[config.mk]
export PLATFORM = sky130hd
export DESIGN_NAME = mbist_rd_pipe
export DESIGN_NICKNAME = d
export VERILOG_FILES = /design/src/rtl/mbist_rd_pipe.sv
export SDC_FILE = /design/constraint.sdc
export NUM_CORES = 1
export LEC_CHECK = 0
export ABC_AREA = 0
export CAP_MARGIN = 20
export CORE_AREA = 3 3 40 42
export CTS_BUF_LIST = sky130_fd_sc_hd__clkbuf_2
export DETAILED_ROUTE_END_ITERATION = 8
export DIE_AREA = 0 0 43 45
export PLACE_DENSITY_LB_ADDON = 0.05
export SYNTH_ARGS = -nofsm -noshare
export SYNTH_HDL_FRONTEND = slang
export SYNTH_SLANG_ARGS = --single-unit
[constraint.sdc]
create_clock -name clk -period 0.8 [get_ports clk]
set_clock_uncertainty 0.2 [all_clocks]
set_input_delay 0.16 -clock clk [delete_from_list [all_inputs] [get_ports clk]]
set_output_delay 0.16 -clock clk [all_outputs]
set_load 0.01 [all_outputs]
[src/rtl/mbist_rd_pipe.sv]
// DEPTH-stage delay line for {valid, addr, expected data}; flush clears the
// valids synchronously so in-flight read beats are dropped.
module mbist_rd_pipe #(
    parameter int AW    = 8,
    parameter int DW    = 4,
    parameter int DEPTH = 1
) (
    input  logic          clk,
    input  logic          rst,
    input  logic          flush,
    input  logic          in_valid,
    input  logic [AW-1:0] in_addr,
    input  logic [DW-1:0] in_exp,
    output logic          out_valid,
    output logic [AW-1:0] out_addr,
    output logic [DW-1:0] out_exp
);

    logic [DEPTH-1:0] vld_q;
    logic [AW-1:0]    addr_q [DEPTH];
    logic [DW-1:0]    exp_q  [DEPTH];

    always_ff @(posedge clk or posedge rst) begin
        if (rst) begin
            vld_q <= '0;
            for (int i = 0; i < DEPTH; i++) begin
                addr_q[i] <= '0;
                exp_q[i]  <= '0;
            end
        end else begin
            vld_q[0]  <= in_valid & ~flush;
            addr_q[0] <= in_addr;
            exp_q[0]  <= in_exp;
            for (int i = 1; i < DEPTH; i++) begin
                vld_q[i]  <= vld_q[i-1] & ~flush;
                addr_q[i] <= addr_q[i-1];
                exp_q[i]  <= exp_q[i-1];
            end
        end
    end

    assign out_valid = vld_q[DEPTH-1];
    assign out_addr  = addr_q[DEPTH-1];
    assign out_exp   = exp_q[DEPTH-1];

endmodule

==> results list, run 1 <==
* Post-synth cell types: 3
- Net switching power of the design: ~250 uW
* Power density normalized to cell area: about 1900 nW/um2
- Critical path class: reg2out
- Dividing the final minimum period by the clock period gives 140.6%.
- Area of the multi-input gates: roughly 14 um2
* Number of port buffers: 28
- Synth warn: 0
* CP Cell Sequence: buf_2
- Last weighted congestion value of the routability-driven placer: 0.6519
- Global-route wire length before repair: 966 um
* Setup repair after global routing missed its margin: yes
- Ports placed on the boundary: 29
* CTS tree: yes
* Routed len/inst: between 10 and 15 um
- Sink Count: 13
- Global routing finished with a remaining overflow of 0.
* Final-layout worst hold slack: -0.003472 ns
* Number of rows created at floorplan: 13
- The share of total power dissipated in combinational logic is about 13%.
- After clock tree synthesis, the clock-pin slew on the worst setup and hold paths is between 0.1 and 0.15 ns.
- Dividing the synthesized area by the synthesized cell count gives around 23 um2.
- Capturing element type of the critical path: primary output
- Buffer type at the clock tree root: sky130_fd_sc_hd__clkbuf_2
- Setup violations remaining at the end of the flow were counted as 13.
- Number of max-capacitance violations reported: 0
* Minimum clock period after layout: about 1.1 ns
- Summed over all layers, the routed wires come to ~700 um.
- For this run, the slowest stage of the critical path takes about 0.38 ns.
- Global routing consumed, over all layers together, under 10% of the routing resources.
- Area Overhead vs Synth: 81.75%
* Sum of negative setup slack: -4.102 ns
- After the first detailed-routing iteration, the DRC count stood at 0.
- PnR worst setup slack: -0.3252 ns
* Maximum fanout along the worst path: 1
- The clock passes through at most 2 buffers.
- Sequential share of power: a little under 60%
- Data on the critical path is required at its endpoint by 0.44 ns.
- For the pin with the worst max-slew slack, the measured transition is 0.1125 ns.
- Synth Register Bits: 13
* Die height: 45 um
* Maximum resistive drop on vdd: about 0.96 mV
- Of the total power, the share spent switching nets is 21.13%.
* Static leakage: 0.0003041 uW
- Once detail routing completed, the nets flagged for antenna violations numbered 0.
- For this run, the detailed router's first-pass iteration total came to 1.
* Number of nets produced by synthesis: 31
- Seq/Total Area, Yosys: between 90% and 100%
- Overall die area: 1935 um2
* Run status: finished with violations
* Slowest cell on crit path: sky130_fd_sc_hd__dfrtp_1
- The floorplan step defined a core boundary enclosing roughly 1300 um2.
- The worst setup path is launched from a flop.
* Count of vias placed by the detailed router: ~230
- Antenna fix cells: 0
- The initial utilization of the core area, before any placement, comes to a little over a quarter.
- Maximum number of pins on one net before global-route repair: 14
- Number of fillers in the final layout: between 100 and 150
* Rel. slew slack: between 90% and 100%
* Buf/Inv on CP: 1
* Number of antenna violations at the first check in global routing: 0
* Maximum clock rate: ~890 MHz
* Class of the most critical hold timing path: in2async
* Failing checks: negative hold slack, negative setup slack
- Post-detailed-route via-to-cell ratio: 3.571
* Cell family with most CP delay: flip-flops
- Vias in the first global route: 230
- Total DRC errors in the routed layout: 0
- The mapped netlist covers between 300 and 400 um2.
* Footprint of the flip-flops and latches: roughly 330 um2
- Final Hold Violating Endpoints: 7
- The internal power of the cells totals approximately 920 uW.
- Nets: 65
- Number of CTS-inserted buffers: 3
- The max-slew violation count came to 0.
* Die width: between 40 and 50 um
* Fraction of power consumed by the clock network: between 20% and 30%
- Synthesis produced 15 cells.
* Crit path arrival time: between 0.7 and 0.8 ns
* Share of final-layout standard cells stronger than drive strength 1: between 30% and 40%
* H-Tree Level Count: 1
==> registers in the layout, indices dropped and copies added (netlist names) <==
name and flops:
out_addr 8, out_exp 4, out_valid 1
==> worst min-delay path: stages <==
cell                              delay, ns
sky130_fd_sc_hd__clkdlybuf4s50_1       0.40
sky130_fd_sc_hd__inv_1                 0.09
sky130_fd_sc_hd__buf_12                0.14
==> routing by layer <==
metal | vias up | share of wire, % | global-route usage (%)
li1 | 109 | - | -
met1 | 99 | 32 | 6.329
met2 | 17 | 55 | 13.17
met3 | 0 | 13 | 2.789
met4 | 0 | 0 | 5.422
met5 | - | 0 | 0
==> cell usage in the layout, fill, tap and decap left out <==
master,n
sky130_fd_sc_hd__clkdlybuf4s50_1,15
sky130_fd_sc_hd__dfrtp_1,13
sky130_fd_sc_hd__buf_2,12
sky130_fd_sc_hd__clkbuf_2,4
sky130_fd_sc_hd__nor2b_4,1
sky130_fd_sc_hd__inv_1,1
sky130_fd_sc_hd__buf_6,1
sky130_fd_sc_hd__buf_12,1
==> final cells by class <==
class	instances	share of cell area, %
flip-flops and latches	13	52.21
multi-input cells	1	2.209
repair buffers	29	38.76
well taps	15	3.012
inverters	1	0.6024
clock buffers	4	3.213
==> worst paths after layout <==
check,start,endpoint,cells after the start
worst max-delay path,out_addr[0],out_addr[0],1
worst min-delay path,rst,out_addr[7],3
min in group clk,in_addr[4],out_addr[4],1
max in group asynchronous,rst,out_exp[0],3
==> metrics by stage <==
| stage | util, % | total power, uW | worst slack (ns) | std cells | cell area (um2) |
|---|---|---|---|---|---|
| finish | 48.49 | 1172 | -0.3252 | 63 | 623.1 |
| floorplan | - | 744.7 | 0.06441 | 15 | 342.8 |
| global route | 48.49 | 1231 | -0.3783 | 63 | 623.1 |
| global placement | 51.51 | 897.7 | -0.3968 | 59 | 661.9 |
| CTS | 48.00 | 1202 | -0.3591 | 63 | 616.8 |
| detailed placement | 51.51 | 900.4 | -0.4090 | 59 | 661.9 |
==> power groups by stage <==
stage	logic [uW]	clock network [uW]	registers, uW
after floorplan	14.5	0	730
after global placement	187	0	711
after detailed placement	190	0	710
after CTS	158	348	696
after global routing	168	365	698
final	157	320	696
==> repair_timing <==
| action | in CTS | in global routing |
|---|---|---|
| endpoints found under the hold margin | 13 | 7 |
| buffers inserted | 0 | 0 |
| gates resized for setup | 52 | 1 |
| setup endpoints to repair | 13 | 13 |
| cloned | 0 | 0 |
==> synth_stat cells <==
cell type | instances | area (um2)
sky130_fd_sc_hd__nor2b_4 | 1 | 13.76
sky130_fd_sc_hd__dfrtp_1 | 13 | 325.3
sky130_fd_sc_hd__inv_1 | 1 | 3.750
==> logic make-up (layout without fill, tap and decap cells) <==
family	Yosys count	count (layout)	share of synthesized area, %
flip-flops	13	13	94.89
AND/OR/NAND/NOR	1	1	4.014
buffers and inverters	1	34	1.094
No activity file was read; power rests on OpenSTA's default activity.
==> inputs of run 2 (changes only) <==
--- a/config.mk
+++ b/config.mk
@@ -6,7 +6,7 @@
 export NUM_CORES = 1
 export LEC_CHECK = 0
 export ABC_AREA = 0
-export CAP_MARGIN = 20
+export CAP_MARGIN = 0
 export CORE_AREA = 3 3 40 42
 export CTS_BUF_LIST = sky130_fd_sc_hd__clkbuf_2
 export DETAILED_ROUTE_END_ITERATION = 8
==> results of run 2 <==
Same layout as run 1: the final DEF is identical, and so are final timing and power.
==> inputs of run 3 (changes only) <==
--- a/config.mk
+++ b/config.mk
@@ -6,7 +6,7 @@
 export NUM_CORES = 1
 export LEC_CHECK = 0
 export ABC_AREA = 0
-export CAP_MARGIN = 0
+export CAP_MARGIN = 5
 export CORE_AREA = 3 3 40 42
 export CTS_BUF_LIST = sky130_fd_sc_hd__clkbuf_2
 export DETAILED_ROUTE_END_ITERATION = 8
==> results of run 3 <==
Same layout as run 1: the final DEF is identical, and so are final timing and power.
